$ cat config.mk
export PLATFORM = sky130hd
export DESIGN_NAME = spi_slave_fsm_flat
export DESIGN_NICKNAME = d
export VERILOG_FILES = /design/src/rtl/spi_slave_fsm_if.sv /design/src/rtl/spi_slave_fsm.sv /design/src/flat_wrapper.sv
export SDC_FILE = /design/constraint.sdc
export NUM_CORES = 1
export LEC_CHECK = 0
export BUFFER_PORTS_ARGS = -buffer_cell sky130_fd_sc_hd__buf_2
export CELL_PAD_IN_SITES_DETAIL_PLACEMENT = 0
export CELL_PAD_IN_SITES_GLOBAL_PLACEMENT = 1
export CORE_ASPECT_RATIO = 0.7
export CORE_MARGIN = 8
export CORE_UTILIZATION = 30
export DETAILED_ROUTE_END_ITERATION = 8
export GPL_TIMING_DRIVEN = 0
export PLACE_DENSITY = 0.63
export SLEW_MARGIN = 25
export SYNTH_ARGS = -nofsm -noshare
export SYNTH_HDL_FRONTEND = slang
export SYNTH_SLANG_ARGS = --single-unit
$ cat constraint.sdc
create_clock -name clk -period 2.83 [get_ports clk]
set_input_delay 0.566 -clock clk [delete_from_list [all_inputs] [get_ports clk]]
set_output_delay 0.566 -clock clk [all_outputs]
set_load 0.03 [all_outputs]
$ cat src/rtl/spi_slave_fsm_if.sv
// Bus between an SPI slave front-end FSM and whatever drives it.
// The conditioned SPI inputs and the data-memory port are bundled here.
// The "master" side is the environment (conditioner + memory).
interface spi_slave_fsm_if #(
    parameter int datawidth = 8
);
    logic                 cs_cond;
    logic                 sclk_posedge;
    logic                 sclk_negedge;
    logic                 mosi_cond;
    logic [datawidth-1:0] dm_rdata;
    logic [datawidth-2:0] dm_addr;
    logic [datawidth-1:0] dm_wdata;
    logic                 dm_we;
    logic                 miso;
    logic                 miso_oe;
    logic                 busy;

    modport slave (
        input  cs_cond,
        input  sclk_posedge,
        input  sclk_negedge,
        input  mosi_cond,
        input  dm_rdata,
        output dm_addr,
        output dm_wdata,
        output dm_we,
        output miso,
        output miso_oe,
        output busy
    );

    modport master (
        output cs_cond,
        output sclk_posedge,
        output sclk_negedge,
        output mosi_cond,
        output dm_rdata,
        input  dm_addr,
        input  dm_wdata,
        input  dm_we,
        input  miso,
        input  miso_oe,
        input  busy
    );
endinterface

$ cat src/rtl/spi_slave_fsm.sv
// SPI slave frame FSM: collects an address + R/W bit, then either shifts
// memory read data out on MISO or collects a data word and issues a
// single-cycle memory write. Chip select high always returns to IDLE.
module spi_slave_fsm #(
    parameter int datawidth = 8
) (
    input  logic              clk,
    input  logic              reset,
    spi_slave_fsm_if.slave    bus
);
    localparam int CW = $clog2(datawidth + 1);
    localparam logic [CW-1:0] LAST_BIT = CW'(datawidth - 1);

    typedef enum logic [2:0] {
        IDLE,
        GET_ADDR,
        LATCH_ADDR,
        READ_WAIT,
        READ_SHIFT,
        WRITE_GET,
        WRITE_STORE,
        DONE
    } state_t;

    state_t               state;
    logic [datawidth-1:0] shift_reg;
    logic [CW-1:0]        bit_cnt;
    logic [datawidth-2:0] addr_reg;
    logic [datawidth-1:0] wdata_reg;
    logic                 we_reg;
    logic                 miso_oe_reg;
    logic                 busy_reg;
    logic [datawidth-1:0] shift_in;

    // MOSI bit appended at the LSB, word moves toward the MSB
    assign shift_in = {shift_reg[datawidth-2:0], bus.mosi_cond};

    assign bus.dm_addr  = addr_reg;
    assign bus.dm_wdata = wdata_reg;
    assign bus.dm_we    = we_reg;
    assign bus.miso_oe  = miso_oe_reg;
    assign bus.miso     = miso_oe_reg & shift_reg[datawidth-1];
    assign bus.busy     = busy_reg;

    // Frame sequencing; chip select high overrides every other transition
    always_ff @(posedge clk or posedge reset) begin
        if (reset) begin
            state       <= IDLE;
            shift_reg   <= '0;
            bit_cnt     <= '0;
            addr_reg    <= '0;
            wdata_reg   <= '0;
            we_reg      <= 1'b0;
            miso_oe_reg <= 1'b0;
            busy_reg    <= 1'b0;
        end else begin
            we_reg <= 1'b0;
            if (bus.cs_cond) begin
                state       <= IDLE;
                shift_reg   <= '0;
                bit_cnt     <= '0;
                miso_oe_reg <= 1'b0;
                busy_reg    <= 1'b0;
            end else begin
                case (state)
                    IDLE: begin
                        state     <= GET_ADDR;
                        shift_reg <= '0;
                        bit_cnt   <= '0;
                        busy_reg  <= 1'b1;
                    end
                    GET_ADDR: begin
                        if (bus.sclk_posedge) begin
                            shift_reg <= shift_in;
                            bit_cnt   <= bit_cnt + 1'b1;
                            if (bit_cnt == LAST_BIT) begin
                                state <= LATCH_ADDR;
                            end
                        end
                    end
                    LATCH_ADDR: begin
                        addr_reg <= shift_reg[datawidth-1:1];
                        bit_cnt  <= '0;
                        if (shift_reg[0]) begin
                            state <= READ_WAIT;
                        end else begin
                            state     <= WRITE_GET;
                            shift_reg <= '0;
                        end
                    end
                    READ_WAIT: begin
                        if (bus.sclk_negedge) begin
                            shift_reg   <= bus.dm_rdata;
                            bit_cnt     <= '0;
                            miso_oe_reg <= 1'b1;
                            state       <= READ_SHIFT;
                        end
                    end
                    READ_SHIFT: begin
                        if (bus.sclk_negedge) begin
                            shift_reg <= {shift_reg[datawidth-2:0], 1'b0};
                            if (bit_cnt == LAST_BIT) begin
                                miso_oe_reg <= 1'b0;
                                state       <= DONE;
                            end else begin
                                bit_cnt <= bit_cnt + 1'b1;
                            end
                        end
                    end
                    WRITE_GET: begin
                        if (bus.sclk_posedge) begin
                            shift_reg <= shift_in;
                            bit_cnt   <= bit_cnt + 1'b1;
                            if (bit_cnt == LAST_BIT) begin
                                wdata_reg <= shift_in;
                                we_reg    <= 1'b1;
                                state     <= WRITE_STORE;
                            end
                        end
                    end
                    WRITE_STORE: begin
                        state <= DONE;
                    end
                    DONE: begin
                        state <= DONE;
                    end
                    default: begin
                        state <= IDLE;
                    end
                endcase
            end
        end
    end
endmodule
$ cat src/flat_wrapper.sv
// flat-port wrapper written by rule: the top's interface ports become plain ports
module spi_slave_fsm_flat 
#(
    parameter int datawidth = 8
)
  (clk, reset, bus_cs_cond, bus_sclk_posedge, bus_sclk_negedge, bus_mosi_cond, bus_dm_rdata, bus_dm_addr, bus_dm_wdata, bus_dm_we, bus_miso, bus_miso_oe, bus_busy);
  spi_slave_fsm_if #(.datawidth(datawidth)) bus_i ();
  input  logic clk;
  input  logic reset;
  input wire logic [$bits(bus_i.cs_cond)-1:0] bus_cs_cond;
  input wire logic [$bits(bus_i.sclk_posedge)-1:0] bus_sclk_posedge;
  input wire logic [$bits(bus_i.sclk_negedge)-1:0] bus_sclk_negedge;
  input wire logic [$bits(bus_i.mosi_cond)-1:0] bus_mosi_cond;
  input wire logic [$bits(bus_i.dm_rdata)-1:0] bus_dm_rdata;
  output wire logic [$bits(bus_i.dm_addr)-1:0] bus_dm_addr;
  output wire logic [$bits(bus_i.dm_wdata)-1:0] bus_dm_wdata;
  output wire logic [$bits(bus_i.dm_we)-1:0] bus_dm_we;
  output wire logic [$bits(bus_i.miso)-1:0] bus_miso;
  output wire logic [$bits(bus_i.miso_oe)-1:0] bus_miso_oe;
  output wire logic [$bits(bus_i.busy)-1:0] bus_busy;
  assign bus_i.cs_cond = bus_cs_cond;
  assign bus_i.sclk_posedge = bus_sclk_posedge;
  assign bus_i.sclk_negedge = bus_sclk_negedge;
  assign bus_i.mosi_cond = bus_mosi_cond;
  assign bus_i.dm_rdata = bus_dm_rdata;
  assign bus_dm_addr = bus_i.dm_addr;
  assign bus_dm_wdata = bus_i.dm_wdata;
  assign bus_dm_we = bus_i.dm_we;
  assign bus_miso = bus_i.miso;
  assign bus_miso_oe = bus_i.miso_oe;
  assign bus_busy = bus_i.busy;
  spi_slave_fsm #(.datawidth(datawidth)) u_core (.clk(clk), .reset(reset), .bus(bus_i));
endmodule
==> metrics.csv <==
stage;metric;value;unit
outcome;run status;finished clean;
clocking;root buf cell;clkbuf_8;
critical_path;critical-path cell with the highest stage delay;nor3_4;
finish;# nets final;200;
synthesis;Synth Area in Compound Gates;14.44;%
detailed_routing;Detailed Route WL;4254;microns
clocking;CTS resizes;0;
pwr;NetSw;297.2;uW
timing;Worst Tran Pin Value;0.7034;ns
synthesis;cell area after synthesis;1724;sq um
timing;final hold viol count;0;
detailed_routing;first drt pass iteration count;4;
synthesis;Yosys cell types;43;
synthesis;biggest area consumer among synthesized cells;dfrtp_1;
clocking;TritonCTS buffer count;5;
critical_path;crit path cell chain;ha_1 -> and3b_1 -> nand2_2 -> nor3_4 -> mux2_4;
timing;Tmin final;2.030;ns
placed_design;number of I/O port buffers;30;
timing;WHS;0.3899;ns
pwr;Worst IR Drop VDD;0.0002337;V
finish;FILL cells;593;
timing;Clock Skew;0.004394;ns
synthesis;simple-gate portion of the synthesized area;15.53;%
placed_design;Placer Congestion;0.8408;
critical_path;Bufs and invs on worst path;0;
worst_hold_path;hold crit path type;in -> async;
clocking;CTS tree;yes;
pwr;Sw Share;24.75;%
critical_path;RR Endpoint;u_core.bus.dm_wdata[4];
critical_path;CP delay by family, top;simple AND/OR/NAND/NOR gates;
pwr;clock share of power;44.0;%
finish;Area Growth Syn to Fin;21.92;%
floorplan;Die ar.;8468;sq um
critical_path;crit path DAT;2.20;ns
finish;design area;2102;sq um
synthesis;largest family of logic cells by synthesized area;multiplexers;
detailed_routing;Routed Antenna Nets;0;
synthesis;Post-synth EDFFs;0;
global_routing;vias in the first global route;1298;
floorplan;initial cell density of the core;30.57;%
clocking;CTS Buffer Depth;2;
critical_path;Setup CP Type;reg -> reg;
finish;commonest non-fill, non-tap cell in the layout;buf_2;
synthesis;top cell type's share of synthesized area;47.90;%
global_routing;initial antenna violation count;0;
finish;Final Non-Filler Cells;261;
critical_path;crit-path max cell delay;0.55;ns
detailed_routing;DR vias;1299;
critical_path;WP data required;3.00;ns
placed_design;dpl cell area;1968;sq um
critical_path;R2R cell count;5;
detailed_routing;Routed wire per std cell;16.30;microns
placed_design;Cell Count Post-Placement;253;
run;Max-Cap Viols;0;
critical_path;Worst Setup End Kind;flop;
synthesis;syn_area_per_cell;11.65;sq um
synthesis;post-synth net total;163;
timing;RSZ-0062 raised after global routing;no;
timing;Total Neg Setup Slack;0;ns
synthesis;Synth Instances;148;
synthesis;Primary FF master, synth;dfrtp_1;
global_routing;Congestion Overflow GR;0;
clocking;Clock Latency Late Sink;0.28;ns
pwr;Comb power frac;13.8;%
synthesis;xor-xnor portion of the synthesized cell area;0;%
floorplan;Die Height;79.43;microns
floorplan;IO Count;33;
floorplan;chip width;106.6;microns
critical_path;critical-path maximum fanout;9;
synthesis;async set or reset register ratio after synthesis;100.0;%
detailed_routing;via/cell ratio;4.977;
clocking;clk slew on worst S/H paths;0.07;ns
detailed_routing;Detailed Route Iter0 Violations;63;
timing;period utilization;71.74;%
synthesis;#FFs+latches synth;33;
pwr;Pleak;1.029;nW
timing;relative slew slack;53.04;%
clocking;hold_buf cts;0;
timing;upper clock frequency limit;492.6;MHz
critical_path;Reg2Reg Launch Point;u_core.bit_cnt[0];
finish;most frequent cells in the layout;buf_2 (35), dfrtp_1 (33), mux2_4 (15);
critical_path;Worst setup SP type;flop;
synthesis;Synth area leaders;dfrtp_1 (48%), mux2_4 (13%), mux2_2 (4.6%);
finish;Final Util;37.27;%
global_routing;GRT Overall Usage;10.17;%
floorplan;Row Count;23;
critical_path;Reg2Reg Setup Slack;0.80;ns
synthesis;Synth Warn #;0;
clocking;post-CTS setup buffers;0;
synthesis;Seq/Total Area, Yosys;47.90;%
timing;Final Setup Violations;0;
clocking;clock sinks;33;
pwr;Int Pwr;903.5;uW
timing;Final Max Slew Viols;0;
pwr;Reg power frac;42.2;%
synthesis;adder-cell area share of the yosys netlist;0.7257;%
global_routing;pin count of the biggest net entering global routing;34;
global_routing;first-pass GRT wire length;6837;microns
pwr;power per cell area;571.2;nW/um^2
detailed_routing;DRC;0;
finish;antenna cells;0;
clocking;CTS H-tree lvls;2;
floorplan;Core Footprint;5640;sq um
placed_design;DP HPWL;3064;microns
synthesis;multiplexer share of the synthesized area;18.21;%
finish;share of layout cells above drive strength 1;40.32;%
## final cells by class
cell class	instances	area (sq um)	share of cell area, %
buffer	9	47.55	2.262
clock buffer	5	68.82	3.274
clock inverter	3	65.06	3.095
inverter	2	7.507	0.3571
multi-input combinational	104	843.3	40.12
sequential	33	825.8	39.29
tap	75	93.84	4.464
timing repair buffer	30	150.1	7.143
## metal layers
metal  wire [microns]  GRT usage [%]  part of all wire [%]
met1             2194          14.70                    52
met4               40          3.357                  0.94
met5                0              0                     0
met2             1844          14.17                    43
met3              174          2.742                   4.1
## per-stage QoR
step | setup WS [ns] | power, mW
after floorplan | 0.9496 | 0.6336
after global placement | 0.6486 | 0.6774
after detailed placement | 0.6495 | 0.6813
after CTS | 0.7887 | 1.212
after global routing | 0.6724 | 1.256
final | 0.7999 | 1.201
## cell families after synthesis
family,count (synthesis)
buffers and inverters,11
DFF,33
muxes,23
and+or+nand+nor,44
AOI/OAI and AO/OA,36
adders and majority gates,1
## Yosys cell counts (2+ instances only)
| cell | n |
|---|---|
| o211ai_1 | 2 |
| clkbuf_1 | 2 |
| nor2b_1 | 4 |
| nor3_1 | 2 |
| nor2_1 | 10 |
| mux2_2 | 7 |
| a21o_1 | 3 |
| inv_1 | 2 |
| a22oi_1 | 5 |
| mux2_4 | 15 |
| a32oi_1 | 3 |
| nor4b_1 | 2 |
| nand2_1 | 11 |
| nand3_1 | 2 |
| a21oi_1 | 11 |
| o21ai_0 | 3 |
| buf_2 | 5 |
| and3b_1 | 2 |
| dfrtp_1 | 33 |
## worst max path at each step
stage / startpoint / endpoint / slack, ns / cells after the start
floorplan: bus_cs_cond / u_core.shift_reg[1] / 0.95 / 5
global placement: bus_cs_cond / u_core.shift_reg[1] / 0.65 / 5
detailed placement: bus_cs_cond / u_core.shift_reg[7] / 0.65 / 5
CTS: u_core.bit_cnt[0] / u_core.bus.dm_wdata[4] / 0.79 / 5
global route: u_core.bit_cnt[0] / u_core.bus.dm_wdata[0] / 0.67 / 5
finish: u_core.bit_cnt[0] / u_core.bus.dm_wdata[4] / 0.80 / 5
## power groups by stage
stage / clock (mW) / sequential [mW] / combinational [mW]
2_1_floorplan: 0 / 0.526 / 0.108
5_1_grt: 0.566 / 0.509 / 0.181
3_5_place_dp: 0 / 0.515 / 0.166
4_1_cts: 0.539 / 0.506 / 0.166
6_report: 0.528 / 0.507 / 0.166
3_3_place_gp: 0 / 0.514 / 0.164
No activity file was read; power rests on OpenSTA's default activity.
